File: src/rtl/default_slave.sv
// rtl/default_slave.sv - AXI4 default slave answering DECERR; optional error log via `define DEFAULT_SLAVE_ERRLOG_EN
module default_slave #(
    parameter int ID_W   = 8,
    parameter int ADDR_W = 32,
    parameter int DATA_W = 32,
    parameter int LEN_W  = 4
) (
    input  logic              ACLK,
    input  logic              ARESETn,
    input  logic [ID_W-1:0]   ARID_SD,
    input  logic [ADDR_W-1:0] ARADDR_SD,
    input  logic [LEN_W-1:0]  ARLEN_SD,
    input  logic              ARVALID_SD,
    output logic              ARREADY_SD,
    output logic [ID_W-1:0]   RID_SD,
    output logic [DATA_W-1:0] RDATA_SD,
    output logic [1:0]        RRESP_SD,
    output logic              RLAST_SD,
    output logic              RVALID_SD,
    input  logic              RREADY_SD,
    input  logic [ID_W-1:0]   AWID_SD,
    input  logic [ADDR_W-1:0] AWADDR_SD,
    input  logic [LEN_W-1:0]  AWLEN_SD,
    input  logic              AWVALID_SD,
    output logic              AWREADY_SD,
    input  logic [DATA_W-1:0] WDATA_SD,
    input  logic              WLAST_SD,
    input  logic              WVALID_SD,
    output logic              WREADY_SD,
    output logic [ID_W-1:0]   BID_SD,
    output logic [1:0]        BRESP_SD,
    output logic              BVALID_SD,
    input  logic              BREADY_SD
`ifdef DEFAULT_SLAVE_ERRLOG_EN
    ,
    output logic [ADDR_W-1:0] ERR_ADDR,
    output logic [7:0]        ERR_CNT
`endif
);

    localparam logic [1:0] RESP_DECERR = 2'b11;

    typedef enum logic {R_IDLE, R_DATA} r_state_t;
    typedef enum logic [1:0] {W_IDLE, W_DATA, W_RESP} w_state_t;

    r_state_t         r_state_q, r_state_d;
    logic [ID_W-1:0]  rid_q, rid_d;
    logic [LEN_W-1:0] len_q, len_d;
    logic [LEN_W-1:0] beat_cnt_q, beat_cnt_d;
    w_state_t         w_state_q, w_state_d;
    logic [ID_W-1:0]  bid_q, bid_d;

    logic ar_hs;
    logic aw_hs;
    logic r_last;

    // Handshake strobes and outputs decoded purely from the state registers
    assign ARREADY_SD = (r_state_q == R_IDLE);
    assign RVALID_SD  = (r_state_q == R_DATA);
    assign r_last     = (beat_cnt_q == len_q);
    assign RLAST_SD   = RVALID_SD && r_last;
    assign RID_SD     = RVALID_SD ? rid_q : '0;
    assign RRESP_SD   = RVALID_SD ? RESP_DECERR : 2'b00;
    assign RDATA_SD   = '0;

    assign AWREADY_SD = (w_state_q == W_IDLE);
    assign WREADY_SD  = (w_state_q == W_DATA);
    assign BVALID_SD  = (w_state_q == W_RESP);
    assign BID_SD     = BVALID_SD ? bid_q : '0;
    assign BRESP_SD   = BVALID_SD ? RESP_DECERR : 2'b00;

    assign ar_hs = ARVALID_SD && ARREADY_SD;
    assign aw_hs = AWVALID_SD && AWREADY_SD;

    // Read path: accept one address, then stream LEN+1 DECERR beats
    always_comb begin
        r_state_d  = r_state_q;
        rid_d      = rid_q;
        len_d      = len_q;
        beat_cnt_d = beat_cnt_q;
        case (r_state_q)
            R_IDLE: begin
                if (ar_hs) begin
                    rid_d      = ARID_SD;
                    len_d      = ARLEN_SD;
                    beat_cnt_d = '0;
                    r_state_d  = R_DATA;
                end
            end
            R_DATA: begin
                if (RREADY_SD) begin
                    if (r_last) begin
                        r_state_d = R_IDLE;
                    end else begin
                        beat_cnt_d = beat_cnt_q + 1'b1;
                    end
                end
            end
            default: r_state_d = R_IDLE;
        endcase
    end

    // Write path: accept address, sink data until WLAST, then one DECERR response
    always_comb begin
        w_state_d = w_state_q;
        bid_d     = bid_q;
        case (w_state_q)
            W_IDLE: begin
                if (aw_hs) begin
                    bid_d     = AWID_SD;
                    w_state_d = W_DATA;
                end
            end
            W_DATA: begin
                if (WVALID_SD && WLAST_SD) begin
                    w_state_d = W_RESP;
                end
            end
            W_RESP: begin
                if (BREADY_SD) begin
                    w_state_d = W_IDLE;
                end
            end
            default: w_state_d = W_IDLE;
        endcase
    end

    // State registers for both paths; reset abandons any in-flight burst
    always_ff @(posedge ACLK or negedge ARESETn) begin
        if (!ARESETn) begin
            r_state_q  <= R_IDLE;
            rid_q      <= '0;
            len_q      <= '0;
            beat_cnt_q <= '0;
            w_state_q  <= W_IDLE;
            bid_q      <= '0;
        end else begin
            r_state_q  <= r_state_d;
            rid_q      <= rid_d;
            len_q      <= len_d;
            beat_cnt_q <= beat_cnt_d;
            w_state_q  <= w_state_d;
            bid_q      <= bid_d;
        end
    end

`ifdef DEFAULT_SLAVE_ERRLOG_EN
    logic [ADDR_W-1:0] err_addr_q, err_addr_d;
    logic [7:0]        err_cnt_q, err_cnt_d;
    logic [8:0]        cnt_sum;

    // Error log: last decoded-miss address (AW has priority) and a saturating miss count
    always_comb begin
        err_addr_d = err_addr_q;
        if (aw_hs) begin
            err_addr_d = AWADDR_SD;
        end else if (ar_hs) begin
            err_addr_d = ARADDR_SD;
        end
        cnt_sum   = {1'b0, err_cnt_q} + {8'b0, ar_hs} + {8'b0, aw_hs};
        err_cnt_d = cnt_sum[8] ? 8'hFF : cnt_sum[7:0];
    end

    // Error log registers
    always_ff @(posedge ACLK or negedge ARESETn) begin
        if (!ARESETn) begin
            err_addr_q <= '0;
            err_cnt_q  <= '0;
        end else begin
            err_addr_q <= err_addr_d;
            err_cnt_q  <= err_cnt_d;
        end
    end

    assign ERR_ADDR = err_addr_q;
    assign ERR_CNT  = err_cnt_q;

    logic unused_inputs;
    assign unused_inputs = ^{WDATA_SD, AWLEN_SD};
`else
    logic unused_inputs;
    assign unused_inputs = ^{WDATA_SD, AWLEN_SD, ARADDR_SD, AWADDR_SD};
`endif

endmodule

File: config.mk
export PLATFORM = sky130hd
export DESIGN_NAME = default_slave
export DESIGN_NICKNAME = d
export VERILOG_FILES = /design/src/rtl/default_slave.sv
export SDC_FILE = /design/constraint.sdc
export NUM_CORES = 1
export LEC_CHECK = 0
export CORE_MARGIN = 4
export CORE_UTILIZATION = 29
export DETAILED_ROUTE_END_ITERATION = 10
export PLACE_DENSITY = 0.89
export SLEW_MARGIN = 20
export SYNTH_ARGS = -nofsm -noshare
export SYNTH_HDL_FRONTEND = slang
export SYNTH_SLANG_ARGS = --single-unit
File: constraint.sdc
create_clock -name ACLK -period 4.4 [get_ports ACLK]
set_input_delay 0.88 -clock ACLK [delete_from_list [all_inputs] [get_ports ACLK]]
set_output_delay 0.88 -clock ACLK [all_outputs]
set_load 0.05 [all_outputs]
==> impl_metrics.env, run 1 <==
export IMPL_status="finished, final reports clean"
export IMPL_cp_required_ns=3.52
export IMPL_clkTransAtPathRegs_ns=0.09
export IMPL_gp_congestion=0.800
export IMPL_first_iter_violations=13
export IMPL_ir_worst_vdd_v=0.000415
export IMPL_p_comb_share_pct=62.2
export IMPL_grt_pass1_vias=1106
export IMPL_postCtsHoldBufs=0
export IMPL_slowest_delay_ns=0.80
export IMPL_synth_cell_types=26
export IMPL_dieArea_um2=6590
export IMPL_hp_class="reg2reg"
export IMPL_drc=0
export IMPL_cp_start_kind="flip-flop"
export IMPL_intPower_mw=0.827
export IMPL_crit_path_cell_trace="o2111ai_1 -> or3_4 -> inv_1 -> clkdlybuf4s50_1"
export IMPL_die_w_um=81.2
export IMPL_cts_root_buf="clkbuf_8"
export IMPL_antenna_found_initial=0
export IMPL_switching_share_pct=48.5
export IMPL_relSlewSlack_pct=56.8
export IMPL_avgSynthCellArea_um2=10.7
export IMPL_io_buffers=53
export IMPL_synth_mux_area_share_pct=14.5
export IMPL_dp_cells=261
export IMPL_firstDrtPassIters=4
export IMPL_syn_cell_area_um2=1550
export IMPL_fin_setup_tns_ns=0
export IMPL_cts_tree="done"
export IMPL_synth_xor_area_share_pct=0.564
export IMPL_wl_per_cell_um=11.9
export IMPL_area_growth_syn_to_layout_pct=32.6
export IMPL_layout_nets=325
export IMPL_crit_start="RVALID_SD"
export IMPL_cp_data_arrival_time_ns=2.62
export IMPL_ctsLongestPathBuffers=2
export IMPL_critPathBufInv=2
export IMPL_ant_nets=0
export IMPL_seqPwrFrac_pct=29.1
export IMPL_n_fill_cell=511
export IMPL_core_area_um2=5140
export IMPL_cts_setup_buffers=0
export IMPL_num_rows=26
export IMPL_worstPathMaxFanout=20
export IMPL_fin_crit_ns=3.50
export IMPL_hold_viol_final=0
export IMPL_hpwl_mm=2.54
export IMPL_synth_compound_area_share_pct=5.80
export IMPL_rsz0062_at_grt="no"
export IMPL_numClockSinks=27
export IMPL_max_clock_freq_mhz=286
export IMPL_clock_latency_ns=0.27
export IMPL_tightest_slew_ns=0.645
export IMPL_synth_seq_area_share_pct=43.5
export IMPL_drv_slew=0
export IMPL_synth_top_family_by_area="buffers and inverters"
export IMPL_initial_core_util_pct=30.2
export IMPL_path_class="reg2out"
export IMPL_grt_max_degree=25
export IMPL_grt_usage_pct=9.67
export IMPL_power_density_nw_per_um2=780
export IMPL_htree_levels=1
export IMPL_skew_ns=0.00277
export IMPL_cap_violations=0
export IMPL_synth_fa_ha_area_share_pct=0.806
export IMPL_viasPerCell=4.14
export IMPL_clockPowerShare_pct=8.7
export IMPL_wirelength_mm=3.14
export IMPL_crit_reg2reg_launch="RVALID_SD"
export IMPL_layout_drive_gt1_share_pct=14.9
export IMPL_ys_warn_count=0
export IMPL_diodes=0
export IMPL_p_switching_mw=0.778
export IMPL_netlist_instances=145
export IMPL_io_pins=186
export IMPL_route_vias_total=1096
export IMPL_min_from="bid_q[1]"
export IMPL_p_leak_nw=0.916
export IMPL_finalSetupViolCount=0
export IMPL_period_share_pct=79.4
export IMPL_ctsResizeCount=0
export IMPL_cp_top_family="buffers and inverters"
export IMPL_synthSimpleGateAreaFrac_pct=14.9
export IMPL_end_kind="output pin"
export IMPL_ys_ff_latch=27
export IMPL_critPathSlowestCell="clkdlybuf4s50_1"
export IMPL_overflow=0
export IMPL_die_h_um=81.2
export IMPL_cts_buffers=3
export IMPL_grt_pass1_wl_mm=4.98
export IMPL_fin_cells=265
layout make-up:
cell class / instances / area, µm² / share of cell area, %
well taps: 70 / 87.6 / 4.26
repair buffers: 55 / 541 / 26.3
inverters: 5 / 18.8 / 0.912
flip-flops and latches: 27 / 676 / 32.8
clock buffers: 4 / 45.0 / 2.19
multi-input cells: 104 / 691 / 33.6
synth_stat cells, drive strengths merged:
cell | n | area [µm²]
buf | 37 | 275
dfrtp | 27 | 676
mux2 | 20 | 225
and2 | 17 | 106
inv | 5 | 18.8
a221o | 4 | 40.0
nand2 | 4 | 15.0
nor2 | 4 | 15.0
nor2b | 4 | 25.0
and3 | 3 | 18.8
clkbuf | 3 | 11.3
nor3 | 3 | 15.0
nand2b | 2 | 12.5
a211o | 1 | 10.0
a21o | 1 | 7.51
a21oi | 1 | 5.00
a32o | 1 | 10.0
conb | 1 | 3.75
ha | 1 | 12.5
nand4 | 1 | 6.26
nor4 | 1 | 6.26
o2111ai | 1 | 8.76
o32ai | 1 | 8.76
or3 | 1 | 11.3
xor2 | 1 | 8.76
worst reg2reg max path, stage by stage, from the launching register on:
cell	delay (ns)
dfrtp_1	0.71
o2111ai_1	0.28
or3_4	0.48
a221o_1	0.33
layout by cell type, fill, tap and decap left out, types with 2 or more instances in the layout:
| cell type | count |
|---|---|
| clkdlybuf4s50_1 | 52 |
| conb_1 | 32 |
| dfrtp_1 | 27 |
| mux2_2 | 20 |
| and2_1 | 17 |
| inv_1 | 5 |
| nor2_1 | 4 |
| a221o_1 | 4 |
| nand2_1 | 4 |
| nor2b_1 | 3 |
| nor3_1 | 3 |
| and3_1 | 3 |
| clkbuf_8 | 3 |
| nand2b_1 | 2 |
| buf_4 | 2 |
power by group through the flow:
stage	clock network [mW]	logic, mW	registers [mW]
2_1_floorplan	0	0.774	0.454
3_5_place_dp	0	1.01	0.472
6_report	0.140	0.999	0.467
4_1_cts	0.148	1.01	0.468
3_3_place_gp	0	0.991	0.466
5_1_grt	0.156	1.07	0.493
worst paths after layout:
path / depth (start not counted) / slack (ns) / to
min in group asynchronous: 1 / 0.58 / len_q[1]
hold reg to reg: 1 / 0.50 / bid_q[1]
hold / removal: 1 / 0.50 / bid_q[1]
setup reg to reg: 3 / 2.49 / beat_cnt_q[2]
setup / recovery: 4 / 0.90 / RLAST_SD
max in group asynchronous: 2 / 3.36 / beat_cnt_q[2]
per-stage QoR:
step                      setup slack, ns  util (%)  power [mW]  hold slack (ns)  area [µm²]
after floorplan                      1.75         -        1.23            0.472        1670
after global placement               1.25      39.2        1.46            0.480        2020
after detailed placement             1.22      39.2        1.48            0.488        2020
after CTS                           0.901      40.1        1.63            0.508        2060
after global routing                0.689      40.0        1.72            0.523        2060
final                               0.904      40.0        1.61            0.501        2060
per-layer routing:
| metal | vias up | global-route usage (%) | part of all wire, % |
|---|---|---|---|
| li1 | 522 | - | - |
| met1 | 514 | 10.3 | 37 |
| met2 | 60 | 18.2 | 52 |
| met3 | 0 | 4.21 | 11 |
| met4 | 0 | 0.845 | 0 |
| met5 | - | 0 | 0 |
sequential cells by signal (all words and copies together) (netlist names):
name	count
RVALID_SD	1
w_state_q	2
beat_cnt_q	4
bid_q	8
rid_q	8
len_q	4
logic make-up after synthesis:
group,after synthesis
AO/OA/AOI/OAI,10
multiplexers,20
other,1
adder cells (fa/ha/maj),1
XOR/XNOR,1
buffers and inverters,45
flip-flops,27
AND/OR/NAND/NOR,40
No activity file was read; power rests on OpenSTA's default activity.
==> run 2: changes to the inputs <==
--- a/config.mk
+++ b/config.mk
@@ -6,9 +6,9 @@
 export NUM_CORES = 1
 export LEC_CHECK = 0
 export CORE_MARGIN = 4
-export CORE_UTILIZATION = 29
+export CORE_UTILIZATION = 27
 export DETAILED_ROUTE_END_ITERATION = 10
-export PLACE_DENSITY = 0.89
+export PLACE_DENSITY = 0.84
 export SLEW_MARGIN = 20
 export SYNTH_ARGS = -nofsm -noshare
 export SYNTH_HDL_FRONTEND = slang
==> constraint.sdc (replaced) <==
create_clock -name ACLK -period 3.55 [get_ports ACLK]
set_input_delay 0.71 -clock ACLK [delete_from_list [all_inputs] [get_ports ACLK]]
set_output_delay 0.71 -clock ACLK [all_outputs]
set_load 0.05 [all_outputs]
==> run 2 against run 1 <==
Net effect: sequential share of layout area fell by 0.20 points; worst setup slack got worse by 0.49 ns; die area rose by 6.7%; largest power group unchanged.
==> impl_metrics.env, run 2 (same netlist as run 1, synthesis figures left out) <==
export IMPL_critPathSlowestCell="clkdlybuf4s50_1"
export IMPL_hpwl_mm=2.71
export IMPL_fin_setup_tns_ns=0
export IMPL_cts_buffers=3
export IMPL_grt_pass1_wl_mm=5.36
export IMPL_layout_drive_gt1_share_pct=14.3
export IMPL_hold_viol_final=0
export IMPL_rsz0062_at_grt="no"
export IMPL_cap_violations=0
export IMPL_crit_path_cell_trace="inv_1 -> a221o_1 -> or3_4 -> inv_1 -> clkdlybuf4s50_1"
export IMPL_end_kind="output pin"
export IMPL_final_cell_mix="clkdlybuf4s50_1 (53), conb_1 (32), dfrtp_1 (27)"
export IMPL_drv_slew=0
export IMPL_cts_setup_buffers=0
export IMPL_layout_commonest_cell="clkdlybuf4s50_1"
export IMPL_skew_ns=0.00168
export IMPL_firstDrtPassIters=2
export IMPL_slowest_delay_ns=0.80
export IMPL_grt_usage_pct=9.20
export IMPL_grt_max_degree=28
export IMPL_fin_cells=268
export IMPL_p_leak_nw=0.920
export IMPL_clock_latency_ns=0.26
export IMPL_seq_area_um2=676
export IMPL_hp_class="reg2reg"
export IMPL_n_fill_cell=538
export IMPL_diodes=0
export IMPL_htree_levels=1
export IMPL_status="finished, final reports clean"
export IMPL_dieArea_um2=7030
export IMPL_tightest_slew_ns=0.648
export IMPL_crit_start="beat_cnt_q[0]"
export IMPL_wirelength_mm=3.31
export IMPL_dp_cells=264
export IMPL_cp_data_arrival_time_ns=2.43
export IMPL_cp_start_kind="flip-flop"
export IMPL_ctsResizeCount=0
export IMPL_area_growth_syn_to_layout_pct=33.4
export IMPL_die_h_um=83.8
export IMPL_wl_per_cell_um=12.3
export IMPL_period_share_pct=88.4
export IMPL_clkTransAtPathRegs_ns=0.09
export IMPL_max_clock_freq_mhz=319
export IMPL_timing_rr_end="rid_q[3]"
export IMPL_critPathMostFrequentCell="inv_1"
export IMPL_ir_worst_vdd_v=0.000463
export IMPL_initial_core_util_pct=28.0
export IMPL_worstPathMaxFanout=5
export IMPL_first_iter_violations=30
export IMPL_reg_top3="bid_q (8), rid_q (8)"
export IMPL_overflow=0
export IMPL_viasPerCell=4.10
export IMPL_cts_tree="done"
export IMPL_drc=0
export IMPL_relSlewSlack_pct=56.7
export IMPL_grt_pass1_vias=1145
export IMPL_finalSetupViolCount=0
export IMPL_ctsLongestPathBuffers=2
export IMPL_gp_congestion=0.723
export IMPL_die_w_um=83.8
export IMPL_cp_required_ns=2.84
export IMPL_crit_reg2reg_launch="RVALID_SD"
export IMPL_cts_root_buf="clkbuf_8"
export IMPL_route_vias_total=1099
export IMPL_fin_crit_ns=3.14
export IMPL_antenna_found_initial=0
export IMPL_io_buffers=53
export IMPL_io_pins=186
export IMPL_numClockSinks=27
export IMPL_ant_nets=0
export IMPL_num_rows=27
export IMPL_rr_worst_depth=4
export IMPL_multi_input_area_um2=688
export IMPL_path_class="reg2out"
export IMPL_layout_nets=326
export IMPL_core_area_um2=5540
export IMPL_power_density_nw_per_um2=971
export IMPL_endpoint="RLAST_SD"
export IMPL_r2r_slack_ns=1.81
export IMPL_postCtsHoldBufs=0
-- run 2: changes by cell type in the layout (fill, tap and decap cells not counted) --
cell             previous run  this run
buf_2                       1         0
clkdlybuf4s50_1            52        53
nor2b_2                     1         0
buf_4                       2         3
nor2b_1                     3         4
-- run 2: worst min path at each step --
stage | start | to | slack (ns) | cells after the start
final | bid_q[3] | bid_q[3] | 0.50 | 1
after detailed placement | bid_q[3] | bid_q[3] | 0.49 | 1
after global placement | bid_q[3] | bid_q[3] | 0.48 | 1
after floorplan | ARESETn | RVALID_SD | 0.41 | 0
after CTS | rid_q[1] | rid_q[1] | 0.51 | 1
after global routing | bid_q[5] | bid_q[5] | 0.53 | 1
-- run 2: metal layers --
| layer | wire, µm | up-vias | GRT usage, % |
|---|---|---|---|
| met5 | 0 | - | 0 |
| met1 | 1270 | 516 | 9.36 |
| li1 | - | 521 | - |
| met3 | 380 | 2 | 3.75 |
| met2 | 1650 | 60 | 18.0 |
| met4 | 12 | 0 | 0.877 |
-- run 2: critical path: cells and delay by family (launching register included) --
family,cells,cell delay (ns)
AO/OA/AOI/OAI,1,0.36
buffers and inverters,3,0.99
flip-flops,1,0.44
AND/OR/NAND/NOR,1,0.37
-- run 2: layout make-up --
class                      count  share of cell area, %
clock buffer                   4                   2.18
inverter                       5                  0.906
multi-input combinational    104                   33.2
sequential                    27                   32.6
tap                           72                   4.35
timing repair buffer          56                   26.7
-- run 2: power breakdown --
group	switching [mW]	internal, mW
logic	0.788	0.495
registers	0.0960	0.462
clock network	0.0907	0.0802
-- run 2: through the flow --
step / setup WS [ns] / utilization (%) / hold slack [ns] / area, µm² / power (mW)
finish: 0.412 / 37.4 / 0.502 / 2070 / 2.01
floorplan: 1.07 / - / 0.414 / 1670 / 1.52
global route: 0.301 / 37.4 / 0.526 / 2070 / 2.15
CTS: 0.382 / 37.4 / 0.510 / 2070 / 2.05
detailed placement: 0.717 / 36.6 / 0.488 / 2030 / 1.87
global placement: 0.738 / 36.6 / 0.481 / 2030 / 1.82
==> run 3: changes to the inputs <==
--- a/config.mk
+++ b/config.mk
@@ -5,8 +5,10 @@
 export SDC_FILE = /design/constraint.sdc
 export NUM_CORES = 1
 export LEC_CHECK = 0
+export CELL_PAD_IN_SITES_DETAIL_PLACEMENT = 2
+export CELL_PAD_IN_SITES_GLOBAL_PLACEMENT = 2
 export CORE_MARGIN = 4
-export CORE_UTILIZATION = 27
+export CORE_UTILIZATION = 13
 export DETAILED_ROUTE_END_ITERATION = 10
 export PLACE_DENSITY = 0.84
 export SLEW_MARGIN = 20
==> run 3 against run 2 <==
Net effect: cell count is 26% higher; worst setup slack improved by 0.024 ns; clock skew rose by 0.0041 ns; highest routed layer unchanged; largest cell class unchanged; routed wire length grew 28%; hold slack lost 0.0018 ns; sequential power is 0.7% higher; non-clock buffer count is the same; critical path type unchanged.
==> impl_metrics.env, run 3 (same netlist as run 1, synthesis figures left out) <==
export IMPL_status="finished, final reports clean"
export IMPL_cp_required_ns=2.84
export IMPL_relSlewSlack_pct=52.8
export IMPL_area_growth_syn_to_layout_pct=41.3
export IMPL_overflow=0
export IMPL_dieArea_um2=13800
export IMPL_crit_reg2reg_launch="beat_cnt_q[1]"
export IMPL_rsz0062_at_grt="no"
export IMPL_n_fill_cell=1324
export IMPL_numClockSinks=27
export IMPL_num_rows=39
export IMPL_end_kind="output pin"
export IMPL_seq_area_um2=676
export IMPL_cts_tree="done"
export IMPL_skew_ns=0.00580
export IMPL_hold_viol_final=0
export IMPL_layout_drive_gt1_share_pct=14.3
export IMPL_ir_worst_vdd_v=0.000256
export IMPL_grt_max_degree=28
export IMPL_grt_pass1_vias=1302
export IMPL_cts_setup_buffers=0
export IMPL_worstPathMaxFanout=5
export IMPL_htree_levels=1
export IMPL_hp_class="reg2reg"
export IMPL_io_buffers=53
export IMPL_min_path_cells=1
export IMPL_max_clock_freq_mhz=321
export IMPL_core_area_um2=11600
export IMPL_die_h_um=117
export IMPL_r2r_slack_ns=1.85
export IMPL_drc=0
export IMPL_cap_violations=0
export IMPL_ant_nets=0
export IMPL_cts_buffers=3
export IMPL_reg_top3="bid_q (8), rid_q (8)"
export IMPL_wl_per_cell_um=12.5
export IMPL_crit_start="beat_cnt_q[1]"
export IMPL_tightest_slew_ns=0.707
export IMPL_fin_crit_ns=3.11
export IMPL_first_iter_violations=13
export IMPL_cp_start_kind="flip-flop"
export IMPL_finalSetupViolCount=0
export IMPL_final_cell_mix="clkdlybuf4s50_1 (53), conb_1 (32), dfrtp_1 (27)"
export IMPL_period_share_pct=87.7
export IMPL_fin_setup_tns_ns=0
export IMPL_diodes=0
export IMPL_initial_core_util_pct=13.4
export IMPL_grt_usage_pct=6.18
export IMPL_endpoint="RLAST_SD"
export IMPL_ctsResizeCount=0
export IMPL_timing_rr_end="beat_cnt_q[3]"
export IMPL_cp_data_arrival_time_ns=2.40
export IMPL_power_density_nw_per_um2=971
export IMPL_firstDrtPassIters=2
export IMPL_hpwl_mm=3.38
export IMPL_gp_congestion=0.656
export IMPL_postCtsHoldBufs=0
export IMPL_utilization_pct=19.0
export IMPL_io_pins=186
export IMPL_clock_latency_ns=0.26
export IMPL_grt_pass1_wl_mm=6.51
export IMPL_antenna_found_initial=0
export IMPL_cts_root_buf="clkbuf_16"
export IMPL_drv_slew=0
export IMPL_route_vias_total=1141
export IMPL_p_leak_nw=0.935
export IMPL_layout_commonest_cell="clkdlybuf4s50_1"
export IMPL_die_w_um=117
export IMPL_multi_input_area_um2=688
export IMPL_clkTransAtPathRegs_ns=0.07
export IMPL_wirelength_mm=4.24
export IMPL_path_class="reg2out"
export IMPL_viasPerCell=3.37
export IMPL_layout_nets=326
export IMPL_ctsLongestPathBuffers=2
export IMPL_rr_worst_depth=4
## run 3: worst min-delay path by stage
stage	start	to	slack (ns)
finish	bid_q[3]	bid_q[3]	0.50
detailed placement	bid_q[2]	bid_q[2]	0.49
floorplan	ARESETn	RVALID_SD	0.41
global route	bid_q[3]	bid_q[3]	0.51
global placement	bid_q[5]	bid_q[5]	0.48
CTS	rid_q[0]	rid_q[0]	0.51
## run 3: layer usage
| metal | global-route usage, % | up-vias | part of all wire, % |
|---|---|---|---|
| met5 | 0 | - | 0 |
| met4 | 1.68 | 0 | 0.57 |
| met3 | 1.59 | 4 | 6.5 |
| met2 | 12.1 | 45 | 56 |
| met1 | 6.45 | 567 | 37 |
| li1 | - | 525 | - |
## run 3: power by group
part           total [mW]  switching [mW]  internal [mW]
registers           0.562           0.100          0.462
logic                1.30           0.807          0.496
clock network       0.265           0.111          0.154
total                2.13            1.02           1.11
## run 3: final cells by class
class / count / area share (%)
Inverter: 5 / 0.856
Tap cell: 143 / 8.16
Sequential cell: 27 / 30.8
Clock buffer: 4 / 3.59
Multi-Input combinational cell: 104 / 31.4
Timing Repair Buffer: 56 / 25.2
## run 3: critical path, cell delays in order, from the launching register on
cell,delay (ns)
dfrtp_1,0.43
inv_1,0.09
a221o_1,0.36
or3_4,0.37
inv_1,0.09
clkdlybuf4s50_1,0.80
## run 3: stage by stage
stage / cells / instance area [µm²] / setup WS, ns / total power [mW] / hold WS (ns)
after global routing: 339 / 2190 / 0.325 / 2.28 / 0.514
after global placement: 335 / 2110 / 0.751 / 1.84 / 0.480
final: 339 / 2190 / 0.436 / 2.13 / 0.500
after CTS: 339 / 2190 / 0.409 / 2.18 / 0.509
after floorplan: 176 / 1670 / 1.07 / 1.52 / 0.414
after detailed placement: 335 / 2110 / 0.701 / 1.90 / 0.491
